`src/rtl/wb_unit_pkg.sv`:
```
// Shared write-back definitions: register-file geometry and the load-queue entry.
// Decode and execute import this package too.
package wb_unit_pkg;

   localparam int unsigned DATA_W = 32;
   localparam int unsigned ADDR_W = 5;

   localparam logic [ADDR_W-1:0] REG_ZERO = 5'd0;

   typedef struct packed {
      logic [ADDR_W-1:0] dest;
      logic [DATA_W-1:0] data;
   } lq_entry_t;

endpackage

```
`src/rtl/wb_lq.sv`:
```
// In-order load-result FIFO. It exposes per-entry dest/valid vectors so that
// decode can search for pending writes.
module wb_lq
   import wb_unit_pkg::*;
#(
   parameter int unsigned DEPTH = 2
) (
   input  logic                           clk,
   input  logic                           rst,
   input  logic                           push,
   input  lq_entry_t                      push_entry,
   input  logic                           pop,
   output logic                           full,
   output logic                           empty,
   output lq_entry_t                      head,
   output logic [DEPTH-1:0]               ent_valid,
   output logic [DEPTH-1:0][ADDR_W-1:0]   ent_dest
);

   localparam int unsigned PTR_W = (DEPTH > 1) ? $clog2(DEPTH) : 1;
   localparam int unsigned CNT_W = PTR_W + 1;

   lq_entry_t              mem [DEPTH];
   logic [PTR_W-1:0]       wr_ptr_q, rd_ptr_q;
   logic [CNT_W-1:0]       count_q;
   logic                   do_push, do_pop;

   assign full    = (count_q == CNT_W'(DEPTH));
   assign empty   = (count_q == '0);
   assign do_push = push && !full;
   assign do_pop  = pop && !empty;
   assign head    = mem[rd_ptr_q];

   always_ff @(posedge clk) begin
      if (rst) begin
         wr_ptr_q <= '0;
         rd_ptr_q <= '0;
         count_q  <= '0;
      end else begin
         if (do_push) wr_ptr_q <= wr_ptr_q + PTR_W'(1);
         if (do_pop)  rd_ptr_q <= rd_ptr_q + PTR_W'(1);
         unique case ({do_push, do_pop})
            2'b10:   count_q <= count_q + CNT_W'(1);
            2'b01:   count_q <= count_q - CNT_W'(1);
            default: count_q <= count_q;
         endcase
      end
   end

   // Storage needs no reset; validity comes from the pointers and the count.
   always_ff @(posedge clk) begin
      if (do_push) mem[wr_ptr_q] <= push_entry;
   end

   always_comb begin
      ent_valid = '0;
      ent_dest  = '0;
      for (int unsigned i = 0; i < DEPTH; i++) begin
         logic [PTR_W-1:0] offset;
         offset       = PTR_W'(i) - rd_ptr_q;
         ent_valid[i] = ({1'b0, offset} < count_q);
         ent_dest[i]  = mem[i].dest;
      end
   end

endmodule

```
`src/rtl/wb_unit.sv`:
```
// Write-back stage. It merges the never-stalling ALU path with the handshaked load
// path into a single register-file write port, and answers RAW-hazard queries.
module wb_unit #(
   parameter int unsigned DATA_W   = wb_unit_pkg::DATA_W,
   parameter int unsigned ADDR_W   = wb_unit_pkg::ADDR_W,
   parameter int unsigned LQ_DEPTH = 2
) (
   input  logic              clk,
   input  logic              rst,
   input  logic              alu_valid,
   input  logic [ADDR_W-1:0] alu_dest,
   input  logic [DATA_W-1:0] alu_data,
   input  logic              mem_valid,
   output logic              mem_ready,
   input  logic [ADDR_W-1:0] mem_dest,
   input  logic [DATA_W-1:0] mem_data,
   output logic              regwrite,
   output logic [ADDR_W-1:0] write_reg,
   output logic [DATA_W-1:0] write_data,
   input  logic [ADDR_W-1:0] chk_reg,
   output logic              chk_pending
);

   import wb_unit_pkg::*;

   logic                             lq_full, lq_empty, lq_push, lq_pop;
   lq_entry_t                        lq_head, lq_in;
   logic [LQ_DEPTH-1:0]              lq_valid;
   logic [LQ_DEPTH-1:0][ADDR_W-1:0]  lq_dest;
   logic                             alu_wr, mem_wr, lq_hit;

   // Ready ignores a same-cycle pop, which keeps the path from ready to the pop logic short.
   assign mem_ready = !lq_full && !rst;
   assign alu_wr    = alu_valid && (alu_dest != REG_ZERO);
   assign mem_wr    = mem_valid && mem_ready && (mem_dest != REG_ZERO);

   assign lq_pop  = !alu_wr && !lq_empty;
   assign lq_push = mem_wr && (alu_wr || !lq_empty);
   assign lq_in   = '{dest: mem_dest, data: mem_data};

   wb_lq #(
      .DEPTH (LQ_DEPTH)
   ) u_lq (
      .clk        (clk),
      .rst        (rst),
      .push       (lq_push),
      .push_entry (lq_in),
      .pop        (lq_pop),
      .full       (lq_full),
      .empty      (lq_empty),
      .head       (lq_head),
      .ent_valid  (lq_valid),
      .ent_dest   (lq_dest)
   );

   always_ff @(posedge clk) begin
      if (rst) begin
         regwrite   <= 1'b0;
         write_reg  <= '0;
         write_data <= '0;
      end else if (alu_wr) begin
         regwrite   <= 1'b1;
         write_reg  <= alu_dest;
         write_data <= alu_data;
      end else if (!lq_empty) begin
         regwrite   <= 1'b1;
         write_reg  <= lq_head.dest;
         write_data <= lq_head.data;
      end else if (mem_wr) begin
         regwrite   <= 1'b1;
         write_reg  <= mem_dest;
         write_data <= mem_data;
      end else begin
         regwrite   <= 1'b0;
      end
   end

   // The output-stage term matters because the register file reads before this commit lands.
   always_comb begin
      lq_hit = 1'b0;
      for (int unsigned i = 0; i < LQ_DEPTH; i++) begin
         if (lq_valid[i] && (lq_dest[i] == chk_reg)) lq_hit = 1'b1;
      end
      chk_pending = !rst && (chk_reg != REG_ZERO) &&
                    (lq_hit || (regwrite && (write_reg == chk_reg)));
   end

endmodule

```
`config.mk`:
```
export PLATFORM = sky130hd
export DESIGN_NAME = wb_unit
export DESIGN_NICKNAME = d
export VERILOG_FILES = /design/src/rtl/wb_unit_pkg.sv /design/src/rtl/wb_lq.sv /design/src/rtl/wb_unit.sv
export SDC_FILE = /design/constraint.sdc
export NUM_CORES = 1
export LEC_CHECK = 0
export BUFFER_PORTS_ARGS = -buffer_cell sky130_fd_sc_hd__buf_2
export CAP_MARGIN = 20
export CORE_MARGIN = 8
export CORE_UTILIZATION = 50
export CTS_BUF_LIST = sky130_fd_sc_hd__clkbuf_4
export CTS_CLUSTER_SIZE = 24
export DETAILED_ROUTE_END_ITERATION = 8
export PLACE_DENSITY = 0.75
export SLEW_MARGIN = 5
export SYNTH_ARGS = -nofsm -noshare
export SYNTH_HDL_FRONTEND = slang
export SYNTH_SLANG_ARGS = --single-unit
```
`constraint.sdc`:
```
create_clock -name clk -period 4.98 [get_ports clk]
set_clock_uncertainty 0.2 [all_clocks]
set_input_delay 0.498 -clock clk [delete_from_list [all_inputs] [get_ports clk]]
set_output_delay 0.498 -clock clk [all_outputs]
set_load 0.01 [all_outputs]
```
==> flow_summary.json, run 1 <==
{
  "p_leak_nw": 2.42,
  "timing.setup.tns_ns": 0,
  "crit_family": "buffers and inverters",
  "max_stage_delay_ns": 0.71,
  "hp-class": "input pin to flip-flop",
  "p_switching_w": 0.000928,
  "syn_nets": 527,
  "drt_wl_total_um": 14200,
  "clkSinkCount": 117,
  "final_cell_mix": "buf_2, nand2_1, edfxtp_1, dfxtp_1",
  "cts_tree": "yes",
  "dieArea_sq_mm": 0.0142,
  "drive_above_1_share_pct": 31.4,
  "worstPathArrival_ns": 3.25,
  "slew_headroom_pct": 35.0,
  "layout.nets": 673,
  "grt_pass1_wl_um": 22600,
  "clk_pin_slew_worst_paths_ns": 0.10,
  "fin_area_sq_mm": 0.00673,
  "htreeDepth": 4,
  "wl_per_cell_um": 19.2,
  "p_int_w": 0.00189,
  "clockPowerShare_pct": 26.7,
  "finalNonFillerCells": 739,
  "critPathKind": "flip-flop to flip-flop",
  "cts_max_path_buffers": 2,
  "largest_reg_flops": 74,
  "synth_top_area_share_pct": 41.6,
  "startpoint_type": "flip-flop",
  "synth-seq-cells": 117,
  "combPwrFrac_pct": 29.1,
  "ioPinCount": 123,
  "cp_cell_sequence": "inv_1 -> a211oi_4 -> buf_4 -> nand4_1 -> inv_1 -> buf_4",
  "die_h_um": 119,
  "cp.required_ns": 4.97,
  "via_per_inst": 5.81,
  "grt.total_usage_pct": 19.7,
  "initial_core_util_pct": 51.5,
  "synthCells": 443,
  "synth_area_leaders": "edfxtp_1, dfxtp_1, mux2i_1",
  "rsz0062_at_grt": "false",
  "placed_cell_area_sq_mm": 0.00605,
  "cts_made_buffers": 17,
  "drc_errors": 0,
  "period_needed_ns": 3.26,
  "setup_viol": 0,
  "fillCellCount": 815,
  "seq_area_frac_synth_pct": 57.7,
  "grt_pass1_vias": 4513,
  "min_period_over_period_pct": 65.6,
  "crit_path_end_kind": "flip-flop",
  "port-buffer-count": 122,
  "gp_congestion": 0.782,
  "total_power_w": 0.00282,
  "fin_util_pct": 64.9,
  "yosys.area.top_type": "edfxtp_1",
  "pwr-share-seq_pct": 44.2,
  "switching_share_pct": 33.0,
  "worstPathMaxFanout": 24,
  "antenna_found_initial": 1,
  "ant_nets": 0,
  "row_count": 37,
  "vias": 4297,
  "core_sq_mm": 0.0104,
  "dr.pass1.iters": 5,
  "crit_path_top_delay_cell": "a211oi_4",
  "cap_violations": 0,
  "hold_violations": 0,
  "syn2layout_area_growth_pct": 26.0,
  "root_buffer": "clkbuf_4",
  "drtIter0Drc": 268,
  "grt_max_degree": 75,
  "avgSynthCellArea_sq_um": 12.1,
  "power_density_mw_per_mm2": 418,
  "final_common_cell": "buf_2",
  "overflow": 0,
  "postCtsSetupRepairBufs": 0,
  "peakVddDrop_v": 0.000219,
  "placed_cells": 669,
  "synth.distinct_cells": 34,
  "hpwl_um": 9250,
  "netlist_area_sq_mm": 0.00534,
  "clk_latency_ns": 0.50,
  "fp.dieW_um": 119,
  "critPathBufInv": 4,
  "cts_resized": 0,
  "ys_warn_count": 0,
  "slew_viol_final": 0,
  "worst_slew_pin_slew_ns": 0.975,
  "outcome": "finished, final reports clean",
  "max_freq_ghz": 0.306
}
kinds of logic after synthesis:
kind of cell | Yosys count | share of synthesized area, %
AOI/OAI and AO/OA | 127 | 20.9
xor gates and xnor gates | 17 | 2.79
adders and majority gates | 1 | 0.234
buffers and inverters | 47 | 3.89
DFF | 117 | 57.7
muxes | 37 | 6.93
and+or+nand+nor | 97 | 7.52
synth_stat cells:
cell type  instances
a211oi_1          38
a21o_1             1
a21oi_1            6
a311oi_1          19
a311oi_2          19
a31o_2             1
buf_1              3
buf_2              7
buf_6              3
clkbuf_1          30
dfxtp_1           43
edfxtp_1          74
ha_1               1
inv_1              4
mux2i_1           37
nand2_1           75
nand3_1            3
nand4_1            1
nor2_1             6
nor2b_1            2
nor3_1             1
nor4_1             2
o2111ai_1          1
o211ai_1          37
o21ai_0            1
o21ai_1            1
o22a_1             1
o31a_1             1
o31ai_4            1
or2_1              1
or3_1              4
or4_1              2
xnor2_1            7
xor2_1            10
path summary, 6_finish.rpt:
| path | slack, ns | cells after the start | endpoint | from |
|---|---|---|---|---|
| max | 1.72 | 6 | u_lq.mem[0][0] | u_lq.count_q[0] |
| min | 0.06 | 3 | write_data[9] | alu_data[9] |
| max reg2reg | 1.72 | 6 | u_lq.mem[0][0] | u_lq.count_q[0] |
| min reg2reg | 0.36 | 2 | flip-flop | u_lq.rd_ptr_q |
metrics by stage:
step | hold slack (ns) | setup slack (ns)
final | 0.0612 | 1.72
after global routing | 0.0186 | 1.50
after CTS | 0.0183 | 1.68
after detailed placement | 0.328 | 1.71
after global placement | 0.323 | 1.73
after floorplan | 0.308 | 1.24
layout make-up:
class                      instances  area [sq um]  share of cell area [%]
clock buffer                      20           150                    2.23
sequential                       117          3080                    45.8
tap                              136           170                    2.53
timing repair buffer             170          1080                    16.0
inverter                           4          15.0                   0.223
clock inverter                    12           160                    2.38
multi-input combinational        279          2070                    30.8
antenna                            1          2.50                  0.0372
routing by layer:
metal  part of all wire, %  global-route usage, %  up-vias  wire length (um)
met5                     0                      0        -                 0
li1                      -                      -     2015                 -
met2                    51                   33.6      167              7180
met4                   1.8                   7.65        0               249
met1                    41                   22.8     2092              5790
met3                   6.6                   6.00       23               931
tightest hold or removal path: cells and delay by family:
family                 cells  cell delay (ns)
AND/OR/NAND/NOR            1             0.05
buffers and inverters      1             0.09
AO/OA/AOI/OAI              1             0.08
what timing repair did:
item | 4_1_cts | 5_1_grt
setup endpoints to repair | 0 | 0
endpoints found under the hold margin | 74 | 0
hold buffers | 37 | 0
power by group through the flow:
stage	Combinational (W)	Sequential [W]	Clock (W)
floorplan	0.000554	0.00125	0
global placement	0.000776	0.00126	0
detailed placement	0.000792	0.00126	0
CTS	0.000819	0.00124	0.000766
global route	0.000887	0.00125	0.000811
finish	0.000818	0.00124	0.000753
Note: power is estimated with default switching activity, not from simulation.
==> run 2, diff against run 1 <==
Settings changed: PLACE_DENSITY 0.75 to 0.78.
Clock period 4.98 ns to 3 ns, I/O delays scaled along.
==> run 2 against run 1 <==
Effect of this change: cell count rose by 6.0%; sequential share of layout area is 2.7 points lower; sequential power is 67% higher.
==> flow_summary.json, run 2 (synthesized netlist as in run 1, its figures left out) <==
{
  "fp.dieW_um": 119,
  "cp.required_ns": 3.14,
  "row_count": 37,
  "place_ws_ns": 0.307,
  "root_buffer": "clkbuf_4",
  "die_h_um": 119,
  "period_needed_ns": 2.75,
  "hpwl_um": 9180,
  "overflow": 0,
  "slew_headroom_pct": 35.3,
  "antenna_found_initial": 2,
  "dr.pass1.iters": 5,
  "cts_made_buffers": 17,
  "hold_violations": 0,
  "drive_above_1_share_pct": 29.8,
  "setup_viol": 0,
  "p_leak_nw": 2.58,
  "vias": 4545,
  "r2r-start": "u_lq.count_q[0]",
  "worstPathMaxFanout": 40,
  "hp-class": "input pin to flip-flop",
  "drtIter0Drc": 327,
  "postCtsSetupRepairBufs": 0,
  "grt_pass1_vias": 4916,
  "htreeDepth": 4,
  "combPwrFrac_pct": 30.4,
  "total_power_w": 0.00467,
  "syn2layout_area_growth_pct": 34.0,
  "dieArea_sq_mm": 0.0142,
  "layout.nets": 716,
  "cap_violations": 0,
  "initial_core_util_pct": 51.5,
  "peakVddDrop_v": 0.000366,
  "worst_slew_pin_slew_ns": 0.970,
  "fin_util_pct": 69.0,
  "switching_share_pct": 35.5,
  "crit_path_end_kind": "flip-flop",
  "slew_viol_final": 0,
  "drc_errors": 0,
  "clk_pin_slew_worst_paths_ns": 0.11,
  "cts_tree": "yes",
  "timing.setup.tns_ns": 0,
  "clkSinkCount": 117,
  "final_cell_mix": "buf_2, dlygate4sd3_1, nand2_1, edfxtp_1, dfxtp_1",
  "critPathLaunch": "u_lq.count_q[0]",
  "fillCellCount": 767,
  "gp_congestion": 0.808,
  "layout_setup_ws_ns": 0.254,
  "reg2reg_to": "write_data[29]",
  "max_freq_ghz": 0.364,
  "wl_per_cell_um": 19.3,
  "largest_reg_flops": 74,
  "core_sq_mm": 0.0104,
  "critPathKind": "flip-flop to flip-flop",
  "p_switching_w": 0.00166,
  "clockPowerShare_pct": 25.3,
  "min_period_over_period_pct": 91.5,
  "clk_latency_ns": 0.51,
  "r2r_setup_slack_ns": 0.25,
  "ant_nets": 0,
  "startpoint_type": "flip-flop",
  "pwr-share-seq_pct": 44.3,
  "outcome": "finished, final reports clean",
  "power_density_mw_per_mm2": 652,
  "grt.total_usage_pct": 21.1,
  "via_per_inst": 5.80,
  "worstPathArrival_ns": 2.89,
  "final_common_cell": "buf_2",
  "rsz0062_at_grt": "false",
  "port-buffer-count": 122,
  "grt_max_degree": 75,
  "drt_wl_total_um": 15100,
  "p_int_w": 0.00301,
  "rr_worst_depth": 5,
  "crit_end": "write_data[29]",
  "cts_max_path_buffers": 2,
  "grt_pass1_wl_um": 24400,
  "ioPinCount": 123
}
[run 2: cell count changes in the layout (fill, tap and decap cells not counted), moves of 2 or more]
cell	previous run	this run
dlygate4sd3_1	37	79
inv_6	0	6
clkinv_2	5	0
clkbuf_4	20	17
clkinv_4	0	3
bufinv_16	4	2
[run 2: repair_timing]
action	CTS	global route
hold buffers	79	0
hold endpoints to repair	111	0
gates resized for setup	0	0
[run 2: critical path, stage by stage (launching register included)]
cell      delay [ns]
dfxtp_1         0.48
inv_1           0.14
a211oi_4        0.23
buf_4           0.44
a21o_2          0.86
a311oi_2        0.23
[run 2: power groups by stage]
stage / clock network [W] / registers (W) / logic (W)
final: 0.00118 / 0.00207 / 0.00142
after detailed placement: 0 / 0.00210 / 0.00132
after CTS: 0.00120 / 0.00206 / 0.00141
after floorplan: 0 / 0.00208 / 0.000920
after global placement: 0 / 0.00209 / 0.00128
after global routing: 0.00126 / 0.00209 / 0.00154
[run 2: how the worst min path moves through the flow]
stage                       startpoint              end  slack (ns)  cells past startpoint
after global placement     mem_data[2]   u_lq.mem[1][2]        0.30                      1
after detailed placement  mem_data[25]  u_lq.mem[0][25]        0.31                      1
after floorplan            mem_data[0]   u_lq.mem[0][0]        0.20                      0
after CTS                          rst         regwrite        0.21                      3
final                              rst         regwrite        0.24                      3
after global routing               rst         regwrite        0.22                      3
[run 2: per-layer routing]
metal / wire length, um / global-route usage, % / up-vias / share of wire, %
met2: 7620 / 36.1 / 211 / 50
met5: 0 / 0 / - / 0
met1: 6030 / 23.8 / 2185 / 40
li1: - / - / 2108 / -
met4: 455 / 10.8 / 0 / 3.0
met3: 993 / 5.95 / 41 / 6.6
[run 2: cell type report]
cell class                      instances  area (sq um)  area share [%]
Timing Repair Buffer                  213          1510            21.1
Sequential cell                       117          3080            43.1
Inverter                                4          15.0           0.210
Antenna cell                            2          5.00          0.0699
Tap cell                              136           170            2.38
Multi-Input combinational cell        279          2070            29.0
Clock inverter                         15           169            2.36
Clock buffer                           17           128            1.78
[run 2: metrics by stage]
step | instances | area (sq um) | hold slack (ns)
6_report | 783 | 7160 | 0.240
5_1_grt | 783 | 7160 | 0.220
4_1_cts | 781 | 7150 | 0.209
3_5_place_dp | 670 | 6060 | 0.309
3_3_place_gp | 669 | 6040 | 0.305
2_1_floorplan | 443 | 5350 | 0.199
==> run 3, diff against run 2 <==
Settings changed: CORE_ASPECT_RATIO set to 0.9.
==> run 3 against run 2 <==
Effect of this change: sequential power about the same; cell count is 0.77% lower; global-route usage grew 1.2 points; register-to-register slack improved by 0.26 ns; combinational power about the same; hold slack worse by 0.11 ns; critical path type is now flip-flop to output port; clock-buffer cell count is 1 higher; design area about the same.
==> flow_summary.json, run 3 (synthesized netlist as in run 1, its figures left out) <==
{
  "critPathKind": "flip-flop to output port",
  "antenna_found_initial": 0,
  "wl_per_cell_um": 19.9,
  "drt_wl_total_um": 15500,
  "power_density_mw_per_mm2": 652,
  "port-buffer-count": 122,
  "ant_nets": 0,
  "cts_made_buffers": 17,
  "root_buffer": "clkbuf_4",
  "diodes": 0,
  "die_h_um": 114,
  "postCtsSetupRepairBufs": 0,
  "cts_tree": "yes",
  "p_leak_nw": 2.59,
  "via_per_inst": 5.76,
  "row_count": 35,
  "rr_worst_depth": 4,
  "final_common_cell": "buf_2",
  "grt_max_degree": 75,
  "crit_path_end_kind": "output port",
  "drc_errors": 0,
  "slew_headroom_pct": 30.0,
  "initial_core_util_pct": 51.7,
  "total_power_w": 0.00467,
  "drtIter0Drc": 418,
  "rsz0062_at_grt": "false",
  "cap_violations": 0,
  "gp_congestion": 0.781,
  "peakVddDrop_v": 0.000317,
  "hold_depth": 5,
  "place_ws_ns": 0.562,
  "worst_slew_pin_slew_ns": 1.05,
  "ioPinCount": 123,
  "slew_viol_final": 0,
  "cts_resized": 0,
  "layout.nets": 719,
  "clk_pin_slew_worst_paths_ns": 0.11,
  "cp.required_ns": 2.50,
  "fp.dieW_um": 125,
  "htreeDepth": 4,
  "fin_util_pct": 69.3,
  "dieArea_sq_mm": 0.0143,
  "drive_above_1_share_pct": 29.8,
  "final_cell_mix": "buf_2, dlygate4sd3_1, nand2_1, edfxtp_1, dfxtp_1",
  "layout_setup_ws_ns": 0.471,
  "dr.pass1.iters": 5,
  "core_sq_mm": 0.0103,
  "worstPathArrival_ns": 2.03,
  "cts_max_path_buffers": 2,
  "outcome": "finished, final reports clean",
  "hpwl_um": 9360,
  "min_period_over_period_pct": 84.3,
  "overflow": 0,
  "clk_latency_ns": 0.50,
  "fillCellCount": 729,
  "hp-class": "input pin to flip-flop",
  "max_freq_ghz": 0.395,
  "clkSinkCount": 117,
  "grt.total_usage_pct": 22.4,
  "startpoint_type": "flip-flop",
  "timing.setup.tns_ns": 0,
  "syn2layout_area_growth_pct": 34.0,
  "vias": 4473,
  "period_needed_ns": 2.53,
  "hold_violations": 0,
  "grt_pass1_vias": 4818,
  "setup_viol": 0,
  "largest_reg_flops": 74,
  "worstPathMaxFanout": 8,
  "grt_pass1_wl_um": 25400
}
## run 3: layout make-up
type	instances	area [sq um]	share of cell area [%]
Clock inverter	14	161	2.25
Sequential cell	117	3080	43.1
Multi-Input combinational cell	279	2070	29.0
Clock buffer	18	135	1.89
Timing Repair Buffer	216	1530	21.4
Tap cell	129	161	2.25
Inverter	4	15.0	0.210
## run 3: layer usage
metal,routed length (um),track usage (%)
met4,312,8.91
met3,1070,5.31
met2,7720,40.0
met5,0,0
met1,6370,25.5
## run 3: power breakdown
part / internal [W] / switching, W
clock: 0.000580 / 0.000603
combinational: 0.000588 / 0.000846
sequential: 0.00191 / 0.000144
total: 0.00308 / 0.00159
## run 3: what timing repair did
action                                  in CTS  in global routing
endpoints found under the setup margin       0                  0
hold buffers                                80                  0
hold endpoints to repair                   112                  0
## run 3: worst paths after layout
kind | startpoint | slack [ns] | endpoint
max | u_lq.count_q[0] | 0.47 | chk_pending
min reg2reg | u_lq.rd_ptr_q | 0.36 | u_lq.rd_ptr_q
min | mem_valid | 0.13 | u_lq.wr_ptr_q
max reg2reg | u_lq.count_q[0] | 0.51 | write_data[12]
## run 3: through the flow
step / cells / hold slack, ns / area [sq um]
after CTS: 777 / 0.0835 / 7160
after floorplan: 443 / 0.199 / 5350
after global routing: 777 / 0.124 / 7160
after detailed placement: 665 / 0.308 / 6060
final: 777 / 0.128 / 7160
after global placement: 665 / 0.303 / 6060
## run 3: critical path: stages, from the launching register on
cell,delay [ns]
dfxtp_1,0.48
nor2b_1,0.18
o2111ai_1,0.13
or3_1,0.34
a311oi_1,0.23
buf_2,0.18
